`config.mk`:
```
export PLATFORM = sky130hd
export DESIGN_NAME = inst_fetch_unit
export DESIGN_NICKNAME = d
export VERILOG_FILES = /design/src/rtl/inst_fetch_unit_pkg.sv /design/src/rtl/inst_fetch_unit_fetch_buffer.sv /design/src/rtl/inst_fetch_unit.sv
export SDC_FILE = /design/constraint.sdc
export NUM_CORES = 1
export LEC_CHECK = 0
export BUFFER_PORTS_ARGS = -buffer_cell sky130_fd_sc_hd__buf_2
export CAP_MARGIN = 20
export CORE_MARGIN = 2
export CORE_UTILIZATION = 46
export CTS_CLUSTER_DIAMETER = 200
export DETAILED_ROUTE_END_ITERATION = 7
export PLACE_DENSITY_LB_ADDON = 0.05
export SLEW_MARGIN = 40
export SYNTH_ARGS = -nofsm -noshare
export SYNTH_HDL_FRONTEND = slang
export SYNTH_HIERARCHICAL = 1
export SYNTH_SLANG_ARGS = --single-unit
```
`constraint.sdc`:
```
create_clock -name clk_i -period 7.7 [get_ports clk_i]
set_input_delay 1.54 -clock clk_i [delete_from_list [all_inputs] [get_ports clk_i]]
set_output_delay 1.54 -clock clk_i [all_outputs]
set_load 0.03 [all_outputs]
```
`src/rtl/inst_fetch_unit_pkg.sv`:
```
// inst_fetch_unit_pkg: shared constants, FSM encoding and opcode helper for the fetch unit
package inst_fetch_unit_pkg;

  localparam int          ILEN             = 32;
  localparam int          OPCODE_W         = 7;
  localparam int          PC_STEP          = 4;
  localparam int          XLEN_DEFAULT     = 32;
  localparam logic [31:0] RESET_PC_DEFAULT = 32'h0000_0000;

  typedef enum logic [1:0] {
    S_IDLE = 2'd0,
    S_WAIT = 2'd1,
    S_DROP = 2'd2
  } fetch_state_e;

  function automatic logic [OPCODE_W-1:0] opcode_of(input logic [ILEN-1:0] inst);
    return inst[OPCODE_W-1:0];
  endfunction

endpackage

```
`src/rtl/inst_fetch_unit_fetch_buffer.sv`:
```
// inst_fetch_unit_fetch_buffer: small FIFO of {pc,inst}; flush overrides push and pop
module inst_fetch_unit_fetch_buffer
  import inst_fetch_unit_pkg::*;
#(
  parameter int XLEN  = 32,
  parameter int DEPTH = 2
) (
  input  logic            clk,
  input  logic            rst_n,
  input  logic            push,
  input  logic            pop,
  input  logic            flush,
  input  logic [XLEN-1:0] push_pc,
  input  logic [ILEN-1:0] push_inst,
  output logic [XLEN-1:0] head_pc,
  output logic [ILEN-1:0] head_inst,
  output logic            full,
  output logic            empty
);

  localparam int AW = $clog2(DEPTH);

  logic [XLEN-1:0] pc_mem   [DEPTH];
  logic [ILEN-1:0] inst_mem [DEPTH];
  logic [AW-1:0]   wr_ptr;
  logic [AW-1:0]   rd_ptr;
  logic [AW:0]     count;
  logic            do_push;
  logic            do_pop;

  assign full      = count == (AW+1)'(DEPTH);
  assign empty     = count == '0;
  assign do_pop    = pop && !flush && !empty;
  assign do_push   = push && !flush && (!full || do_pop);
  assign head_pc   = pc_mem[rd_ptr];
  assign head_inst = inst_mem[rd_ptr];

  // storage needs no reset: entries are only visible once counted in
  always_ff @(posedge clk)
    if (do_push) begin
      pc_mem[wr_ptr]   <= push_pc;
      inst_mem[wr_ptr] <= push_inst;
    end

  // pointers and occupancy; power-of-two depth lets pointers wrap naturally
  always_ff @(posedge clk or negedge rst_n)
    if (!rst_n) begin
      wr_ptr <= '0;
      rd_ptr <= '0;
      count  <= '0;
    end else if (flush) begin
      wr_ptr <= '0;
      rd_ptr <= '0;
      count  <= '0;
    end else begin
      wr_ptr <= do_push ? wr_ptr + AW'(1) : wr_ptr;
      rd_ptr <= do_pop ? rd_ptr + AW'(1) : rd_ptr;
      count  <= count + (AW+1)'(do_push) - (AW+1)'(do_pop);
    end

endmodule

```
`src/rtl/inst_fetch_unit.sv`:
```
// inst_fetch_unit: PC holder issuing single-outstanding imem reads into a fetch buffer for decode
module inst_fetch_unit
  import inst_fetch_unit_pkg::*;
#(
  parameter int              XLEN      = XLEN_DEFAULT,
  parameter logic [XLEN-1:0] RESET_PC  = XLEN'(RESET_PC_DEFAULT),
  parameter int              BUF_DEPTH = 2
) (
  input  logic                clk_i,
  input  logic                rstn_i,
  output logic                imem_req_o,
  output logic [XLEN-1:0]     imem_addr_o,
  input  logic                imem_rvalid_i,
  input  logic [ILEN-1:0]     imem_rdata_i,
  input  logic                branch_taken_i,
  input  logic [XLEN-1:0]     branch_target_i,
  input  logic                stall_i,
  output logic                inst_valid_o,
  output logic [ILEN-1:0]     inst_o,
  output logic [XLEN-1:0]     pc_o,
  output logic [OPCODE_W-1:0] opcode_o
);

  fetch_state_e    state_q;
  logic [XLEN-1:0] pc_q;
  logic [XLEN-1:0] req_pc_q;
  logic [XLEN-1:0] target;
  logic [XLEN-1:0] head_pc;
  logic [ILEN-1:0] head_inst;
  logic            full;
  logic            empty;
  logic            push;
  logic            pop;
  logic            target_unused;

  assign target        = {branch_target_i[XLEN-1:2], 2'b00};
  assign target_unused = ^branch_target_i[1:0];

  // issue only with nothing outstanding, so a free slot guarantees room for the response;
  // a redirect defers issue one cycle so the new pc_q is used
  assign imem_req_o  = rstn_i && state_q == S_IDLE && !full && !branch_taken_i;
  assign imem_addr_o = pc_q;

  assign push         = state_q == S_WAIT && imem_rvalid_i && !branch_taken_i;
  assign inst_valid_o = !empty;
  assign pop          = inst_valid_o && !stall_i;
  assign inst_o       = inst_valid_o ? head_inst : '0;
  assign pc_o         = inst_valid_o ? head_pc : '0;
  assign opcode_o     = opcode_of(inst_o);

  // PC, outstanding-request PC and the IDLE/WAIT/DROP request tracker
  always_ff @(posedge clk_i or negedge rstn_i)
    if (!rstn_i) begin
      state_q  <= S_IDLE;
      pc_q     <= RESET_PC;
      req_pc_q <= RESET_PC;
    end else begin
      pc_q     <= branch_taken_i ? target : imem_req_o ? pc_q + XLEN'(PC_STEP) : pc_q;
      req_pc_q <= imem_req_o ? pc_q : req_pc_q;
      state_q  <= state_q == S_IDLE ? (imem_req_o ? S_WAIT : S_IDLE)
                : imem_rvalid_i ? S_IDLE
                : (state_q == S_WAIT && !branch_taken_i) ? S_WAIT : S_DROP;
    end

  inst_fetch_unit_fetch_buffer #(
    .XLEN  (XLEN),
    .DEPTH (BUF_DEPTH)
  ) u_buf (
    .clk       (clk_i),
    .rst_n     (rstn_i),
    .push      (push),
    .pop       (pop),
    .flush     (branch_taken_i),
    .push_pc   (req_pc_q),
    .push_inst (imem_rdata_i),
    .head_pc   (head_pc),
    .head_inst (head_inst),
    .full      (full),
    .empty     (empty)
  );

  // issue gating makes a response into a full buffer impossible
  a_no_overflow: assert property (@(posedge clk_i) disable iff (!rstn_i) !(push && full));

endmodule

```
Yosys cells after proc, flatten, opt, wreduce, memory -nomap -nowiden --
Memory sizes are Yosys's and may differ from the RTL's. Cells that the tools add are included.
Operators by class: add/sub/neg operators 5, multipliers 0, divide/modulo/power cells 0, magnitude comparators 0, equal/unequal tests 2, shifts and indexed selects 0, mux-type cells 15, bitwise logic cells 0, reductions and logical operators 21
Operators by type and width (number):
- 32-bit two-way mux | 4
- 32-bit by 3-bit adder with 32-bit output, second input constant | 1
- 1-bit logical AND | 11
- 2-bit two-way mux | 4
- 1-bit two-way mux | 7
- 2-bit nonzero test | 3
- 1-bit logical NOT | 4
- 2-bit logical NOT | 2
- 1-bit adder, second input constant | 2
- 2-bit by 1-bit adder with 2-bit output | 1
- 2-bit by 1-bit == test with 1-bit output, second input constant | 1
- 2-bit == test, second input constant | 1
- 2-bit by 1-bit subtractor with 2-bit output | 1
- 1-bit logical OR | 1
Storage, ports and cells: flip-flop bits (word level) 70, bits in latches 0, memory bits (writable) 128, ROM bits 0, input port bits 69, output and inout port bits 105, logic and storage cells 51, memories kept 2
Memory list:
- u_buf.inst_mem | depth 2, width 32, rd ports 1, clocked after memory_dff 0, write ports 1, line inst_fetch_unit_fetch_buffer.sv:24 | logic [ILEN-1:0] inst_mem [DEPTH];
- u_buf.pc_mem | depth 2, width 32, rd ports 1, clocked after memory_dff 0, write ports 1, line inst_fetch_unit_fetch_buffer.sv:23 | logic [XLEN-1:0] pc_mem [DEPTH];

Depth between registers and ports, before layout --
Gate-level depths: netlist of the first run.
depth in word-level cells 10, depth in mapped cells 9, depth with buffers taken out 8

Modules after synthesis --
The synthesis of the first run kept the hierarchy.
By module, submodules not included:
- inst_fetch_unit_fetch_buffer | times used 1, cells an instance 228, area an instance 4874.7 µm², sequential area each 3943.8 µm²
- inst_fetch_unit | times used 1, cells an instance 374, area an instance 3587.2 µm², sequential area each 1551.5 µm²

Least setup slack after synthesis of the first run --
No wires, ideal clock.
path kind input -> register, start point input branch_taken_i, end point memory u_buf.inst_mem[1][0], enable pin, setup time 0.578 ns, arrival time 7.037 ns, data required time 7.122 ns, path slack 0.085 ns, stages 5, path buffers 2, cell sequence clkbuf_1 clkbuf_1 and4bb_2 o21ai_2 nor3b_1
On the way: elaborated cells on any way between the ends 9, classes of those cells mux (2); reduce/logical (7)
RTL lines:
- start: declaration | line inst_fetch_unit.sv:15 | input logic branch_taken_i,
- 1-bit logical NOT | line inst_fetch_unit.sv:44 | assign push = state_q == S_WAIT && imem_rvalid_i && !branch_taken_i;
- 1-bit logical AND | line inst_fetch_unit.sv:44
- net push | line inst_fetch_unit.sv:32 | logic push;
- 1-bit logical AND (2 in a row) | line inst_fetch_unit_fetch_buffer.sv:34 | assign do_push = push && !flush && (!full || do_pop);
- 1-bit two-way mux | line inst_fetch_unit_fetch_buffer.sv:40 | if (do_push) begin
- 1-bit two-way mux (implied by the code) | line inst_fetch_unit_fetch_buffer.sv:42 | inst_mem[wr_ptr] <= push_inst;
- end: declaration | line inst_fetch_unit_fetch_buffer.sv:24
The timed path passes the listed nets, and every way through them passes these cells.

Worst setup path after layout of the first run --
start point input rstn_i, end point output imem_req_o
On the way: longest elaborated chain between the ends 3
RTL lines:
- start: declaration | line inst_fetch_unit.sv:10 | input logic rstn_i,
- 1-bit logical AND (3 in a row) | line inst_fetch_unit.sv:41 | assign imem_req_o = rstn_i && state_q == S_IDLE && !full && !branch_taken_i;
- end: declaration | line inst_fetch_unit.sv:11 | output logic imem_req_o,
Every way passes these cells.

==> results.py, run 1 <==
metrics = {
    "critical_path": {
        "endpoint_kind": "output pin",
        "crit_path_start_kind": "input pin",
        "path_class": "input pin to output pin",
        "timing.rr.start": "u_buf/count[0]$_DFF_PN0_",
        "r2r_setup_slack_ps": 4970,
        "worstPathRequired_ps": 6160,
        "rr_worst_depth": 6,
        "cpMaxStageDelayCell": "or4b_1",
        "path_max_fanout": 68,
        "cp.arrival_ps": 3270,
        "crit_chain": "buf_2, buf_6, or4b_1, nor2_4, buf_2",
        "path_common_cell": "buf_2",
        "reg2reg_to": "imem_addr_o[23]$_DFFE_PN0P_",
        "max_stage_delay_ps": 720,
        "crit_start": "rstn_i",
    },
    "grt": {
        "grt_pass1_wl_um": 28400,
        "grt_pass1_vias": 5364,
        "grt_usage_pct": 18.5,
        "grt_max_degree": 69,
        "antenna_found_initial": 0,
        "overflow": 0,
    },
    "hold_path": {
        "min-delay-start": "req_pc_q[14]$_DFFE_PN0P_",
        "hold_depth": 0,
        "holdPathEnd": "u_buf/pc_mem[1][14]$_DFFE_PP_",
        "hold_class": "flop to flop",
    },
    "clock_network": {
        "cts_tree": "built",
        "cts_num_sinks": 194,
        "numCtsBuffers": 17,
        "h-tree-depth": 4,
        "cts_resized": 0,
        "clk-insertion-delay-late_ps": 420,
        "holdBufCountCts": 0,
        "clkTransAtPathRegs_ps": 70,
        "post_cts_buffers": 0,
        "clockRootBuffer": "clkbuf_16",
        "cts_buffer_depth": 2,
    },
    "floorplan": {
        "die-width_um": 140,
        "die_area_um2": 19500,
        "fp.dieH_um": 140,
        "start_util_pct": 46.9,
        "core_um2": 18000,
        "pin_count": 174,
        "fp-row-count": 49,
    },
    "sta": {
        "rsz0062_at_grt": "no",
        "fin_skew_ps": 7.63,
        "maxSlewHeadroom_pct": 45.5,
        "hold_viol_final": 0,
        "maxSlewViolCount": 0,
        "setup_viol": 0,
        "setup_tns_ps": 0,
        "tightest_slew_ps": 817,
        "max_freq_mhz": 208,
        "period_needed_ps": 4810,
        "fin_crit_sh_pct": 62.5,
    },
    "logic_synthesis": {
        "syn_area_um2": 8460,
        "synth_warnings": 6,
        "postSynthCellCount": 602,
        "synth_edf_count": 128,
        "synth.distinct_cells": 52,
        "ys_ff_latch": 194,
        "syn_area_per_cell_um2": 14.1,
        "async_flop_share_pct": 34.0,
        "synthFlopType": "edfxtp_1",
        "yosysSeqAreaShare_pct": 64.9,
    },
    "route": {
        "wl_um": 17500,
        "vias_per_cell": 5.38,
        "wl_per_cell_um": 17.5,
        "drtAntennaViolNets": 0,
        "dr.pass1.iters": 4,
        "first_iter_violations": 268,
        "route.detailed.drc": 0,
        "vias": 5385,
    },
    "layout": {
        "syn_to_final_growth_pct": 19.0,
        "nFillCells": 1538,
        "finalInstanceArea_um2": 10100,
        "fin_nets": 830,
        "layout-drive-gt1-share_pct": 33.8,
        "diodes": 0,
    },
    "placed_design": {
        "gp_routability_congestion": 0.872,
        "placed_cell_area_um2": 9490,
        "port_buffers": 169,
        "dp_hpwl_um": 11600,
    },
    "power": {
        "cellPowerDensity_nw_per_um2": 229,
        "peakVddDrop_mv": 0.170,
        "power.leakage_nw": 3.89,
    },
    "job": {
        "max_cap_viol_count": 0,
    },
    "status": {
        "status": "finished, final reports clean",
    },
}
## how the worst max path moves through the flow
stage                                     endpoint  slack, ps  depth (start not counted)
finish                                  imem_req_o       2890                          5
detailed placement                      imem_req_o       2820                          5
global route                            imem_req_o       2740                          5
CTS                                     imem_req_o       2820                          5
floorplan           u_buf/inst_mem[1][0]$_DFFE_PP_         80                          5
global placement                        imem_req_o       2660                          5
## power breakdown
| group | internal (mW) | switching (mW) | leakage [nW] |
|---|---|---|---|
| Sequential | 1.20 | 0.0649 | 1.93 |
| Clock | 0.458 | 0.382 | 0.278 |
| Combinational | 0.0860 | 0.120 | 1.68 |
| Total | 1.74 | 0.567 | 3.89 |
## cells by family after synthesis
family	share of synthesized area, %
DFF	64.9
and+or+nand+nor	13.7
muxes	12.9
AOI/OAI and AO/OA	4.17
buffers and inverters	2.94
xor gates and xnor gates	1.04
adders and majority gates	0.296
other	0.0443
## per-layer routing
metal  share of wire (%)  vias up  GRT usage [%]
li1                    -     2532              -
met1                  44     2658           24.8
met2                  49      181           30.4
met3                 5.6       14           4.34
met4                0.91        0           5.05
met5                   0        -              0
## cell usage after synthesis, types with 2 or more instances
library cell	number	area share [%]
nand4_4	2	0.50
clkbuf_1	20	0.89
and4_1	3	0.31
xor2_1	3	0.31
nor2_1	24	1.1
and2_1	3	0.22
nor2b_1	67	5.0
a31oi_1	14	1.0
buf_1	2	0.089
nand3_1	16	0.95
mux2_2	39	5.2
edfxtp_1	128	45
nor3b_1	2	0.18
ha_1	2	0.30
dfrtp_1	66	20
or3_1	3	0.22
inv_1	7	0.31
xnor2_1	7	0.72
nand4_1	9	0.67
o31ai_1	12	1.1
buf_2	7	0.41
nor3_1	6	0.35
nor4_1	4	0.30
a21oi_1	4	0.24
buf_4	14	1.2
o21ai_0	15	0.89
nand2_1	25	1.1
or4_1	13	1.2
o211ai_1	4	0.35
mux2_1	57	7.6
and3_1	3	0.22
## state kept, by name, summed over array words and instances (netlist names)
signal and flops:
u_buf/inst_mem 64, u_buf/pc_mem 64, imem_addr_o 30, req_pc_q 30
state_q 2, u_buf/count 2, u_buf/rd_ptr 1, u_buf/wr_ptr 1
## layout by cell type, fill, tap and decap left out, drive strengths merged, types with 2 or more instances in the layout
cell type	n
buf	176
edfxtp	128
mux2	96
nor2b	67
dfrtp	66
nand2	25
nor2	24
clkbuf	21
o21ai	17
nand3	16
a31oi	14
or4	14
o31ai	12
inv	12
nand4	11
xnor2	7
conb	6
nor3	6
a21oi	4
nor4	4
o211ai	4
clkinv	4
and4	3
and2	3
and3	3
or3	3
xor2	3
ha	2
clkinvlp	2
or2	2
nor3b	2
nand2b	2
## area by class of cell
cell class                      instances  area [um2]  share of cell area [%]
Tap cell                              229         287                    2.85
Clock inverter                         11        92.6                   0.920
Timing Repair Buffer                  176         918                    9.12
Sequential cell                       194        5500                    54.6
Inverter                                7        26.3                   0.261
Multi-Input combinational cell        363        2760                    27.4
Clock buffer                           21         482                    4.79
## worst max-delay path: cells and delay by family
family	cells	cell delay, ps
buf+inv	3	800
simple gates	2	920
## per-stage QoR
| step | utilization [%] | std cells | hold slack (ps) | setup WS [ps] | power (mW) |
|---|---|---|---|---|---|
| after CTS | 55.8 | 1001 | 472 | 2820 | 2.34 |
| after global routing | 55.8 | 1001 | 482 | 2740 | 2.41 |
| after global placement | 52.5 | 968 | 448 | 2660 | 1.48 |
| final | 55.8 | 1001 | 472 | 2890 | 2.31 |
| after floorplan | - | 607 | 438 | 84.7 | 1.40 |
| after detailed placement | 52.7 | 969 | 454 | 2820 | 1.49 |
Power figures use the tool's default switching activity.
==> run 2: changes to the inputs <==
Clock period 7.7 ns to 4.6 ns, I/O delays scaled along.
==> run 2 against run 1 <==
- total power up 68%
- clock skew up 0.69 ps
- final area up 0.32%
- core utilization up 0.18 points
- largest cell class unchanged
- highest routed layer unchanged
==> results.py, run 2 (synthesis results as in run 1) <==
metrics = {
    "status": {
        "status": "finished, final reports clean",
    },
    "placed_design": {
        "port_buffers": 169,
        "dp_hpwl_um": 11900,
        "dp_cells": 972,
        "gp_routability_congestion": 0.855,
        "placed_cell_area_um2": 9530,
    },
    "critical_path": {
        "path_class": "flop to output pin",
        "rr_worst_depth": 9,
        "crit_path_start_kind": "flop",
        "endpoint_kind": "output pin",
        "timing.rr.start": "u_buf/count[1]$_DFF_PN0_",
        "crit_start": "u_buf/count[0]$_DFF_PN0_",
        "endpoint": "imem_req_o",
        "r2r_setup_slack_ps": 1770,
        "path_max_fanout": 9,
        "cp.arrival_ps": 2360,
        "reg2reg_to": "u_buf/count[1]$_DFF_PN0_",
        "worstPathRequired_ps": 3680,
    },
    "sta": {
        "tightest_slew_ps": 807,
        "max_freq_mhz": 305,
        "period_needed_ps": 3280,
        "setup_viol": 0,
        "setup_tns_ps": 0,
        "maxSlewViolCount": 0,
        "fin_crit_sh_pct": 71.4,
        "hold_viol_final": 0,
        "fin_skew_ps": 8.32,
        "maxSlewHeadroom_pct": 46.0,
        "rsz0062_at_grt": "no",
    },
    "route": {
        "wl_per_cell_um": 18.0,
        "dr.pass1.iters": 4,
        "drtAntennaViolNets": 0,
        "vias": 5404,
        "route.detailed.drc": 0,
        "vias_per_cell": 5.38,
        "wl_um": 18100,
        "first_iter_violations": 285,
    },
    "floorplan": {
        "start_util_pct": 46.9,
        "core_um2": 18000,
        "die-width_um": 140,
        "die_area_um2": 19500,
        "pin_count": 174,
        "fp.dieH_um": 140,
        "fp-row-count": 49,
    },
    "layout": {
        "diodes": 0,
        "mostFrequentLayoutCells": "buf_2 (169), edfxtp_1 (128), nor2b_1 (67)",
        "reg.largest.list": "u_buf/inst_mem (64), u_buf/pc_mem (64)",
        "finalInstanceArea_um2": 10100,
        "fin_util_pct": 56.0,
        "fin_nets": 833,
        "final_cells": 1004,
        "layout-drive-gt1-share_pct": 33.9,
        "final_common_cell": "buf_2",
        "syn_to_final_growth_pct": 19.3,
    },
    "clock_network": {
        "clkTransAtPathRegs_ps": 70,
        "holdBufCountCts": 0,
        "cts_tree": "built",
        "cts_buffer_depth": 2,
        "clk-insertion-delay-late_ps": 430,
        "clockRootBuffer": "clkbuf_16",
        "cts_resized": 0,
        "post_cts_buffers": 0,
        "h-tree-depth": 4,
        "cts_num_sinks": 194,
        "numCtsBuffers": 17,
    },
    "grt": {
        "overflow": 0,
        "grt_max_degree": 67,
        "grt_pass1_vias": 5452,
        "grt_usage_pct": 18.8,
        "grt_pass1_wl_um": 28700,
        "antenna_found_initial": 0,
    },
    "power": {
        "power.leakage_nw": 3.91,
        "cellPowerDensity_nw_per_um2": 385,
        "peakVddDrop_mv": 0.266,
    },
    "job": {
        "max_cap_viol_count": 0,
    },
    "hold_path": {
        "hold_class": "flop to flop",
    },
}
run 2: cell types whose count changed in the layout (fill, tap and decap cells not counted), sizes merged:
| cell | change |
|---|---|
| clkinvlp | +1 |
| buf | +3 |
| clkinv | -1 |
| inv | +2 |
| clkbuf | -2 |
run 2: stage by stage:
step | setup WS, ps | hold slack, ps | total power, mW
after floorplan | 725 | 438 | 2.35
after global placement | 1530 | 447 | 2.48
after detailed placement | 1520 | 455 | 2.50
after CTS | 1280 | 473 | 3.92
after global routing | 1200 | 483 | 4.04
final | 1320 | 467 | 3.88
run 2: area by class of cell:
| type | instances | area (um2) |
|---|---|---|
| clock buffers | 19 | 454 |
| fillers | 1539 | 7930 |
| flip-flops and latches | 194 | 5500 |
| multi-input cells | 363 | 2770 |
| well taps | 229 | 287 |
| clock inverters | 13 | 114 |
| repair buffers | 179 | 950 |
| inverters | 7 | 26.3 |
run 2: where the power goes:
group | switching, mW | internal, mW
Clock | 0.677 | 0.744
Combinational | 0.204 | 0.145
Sequential | 0.108 | 2.01
Total | 0.989 | 2.89
run 2: worst min-delay path by stage:
stage / start / end / cells past startpoint
6_report: req_pc_q[22]$_DFFE_PN0P_ / u_buf/pc_mem[1][22]$_DFFE_PP_ / 0
5_1_grt: req_pc_q[25]$_DFFE_PN0P_ / u_buf/pc_mem[1][25]$_DFFE_PP_ / 0
4_1_cts: req_pc_q[7]$_DFFE_PN0P_ / u_buf/pc_mem[0][7]$_DFFE_PP_ / 0
3_5_place_dp: req_pc_q[7]$_DFFE_PN0P_ / u_buf/pc_mem[1][7]$_DFFE_PP_ / 0
3_3_place_gp: req_pc_q[27]$_DFFE_PN0P_ / u_buf/pc_mem[0][27]$_DFFE_PP_ / 0
2_1_floorplan: req_pc_q[10]$_DFFE_PN0P_ / u_buf/pc_mem[0][10]$_DFFE_PP_ / 0
run 2: worst max-delay path: stages, from the launching register on:
cell,delay (ps)
dfrtp_1,460
nand2b_2,200
inv_1,90
or4b_1,730
nor2_2,230
buf_2,230
run 2: per-layer routing:
layer	global-route usage (%)	vias to the layer above	routed length [um]	share of wire, %
li1	-	2527	-	-
met1	25.2	2716	8220	45
met2	31.0	143	8820	49
met3	4.30	18	846	4.7
met4	5.16	0	216	1.2
met5	0	-	0	0
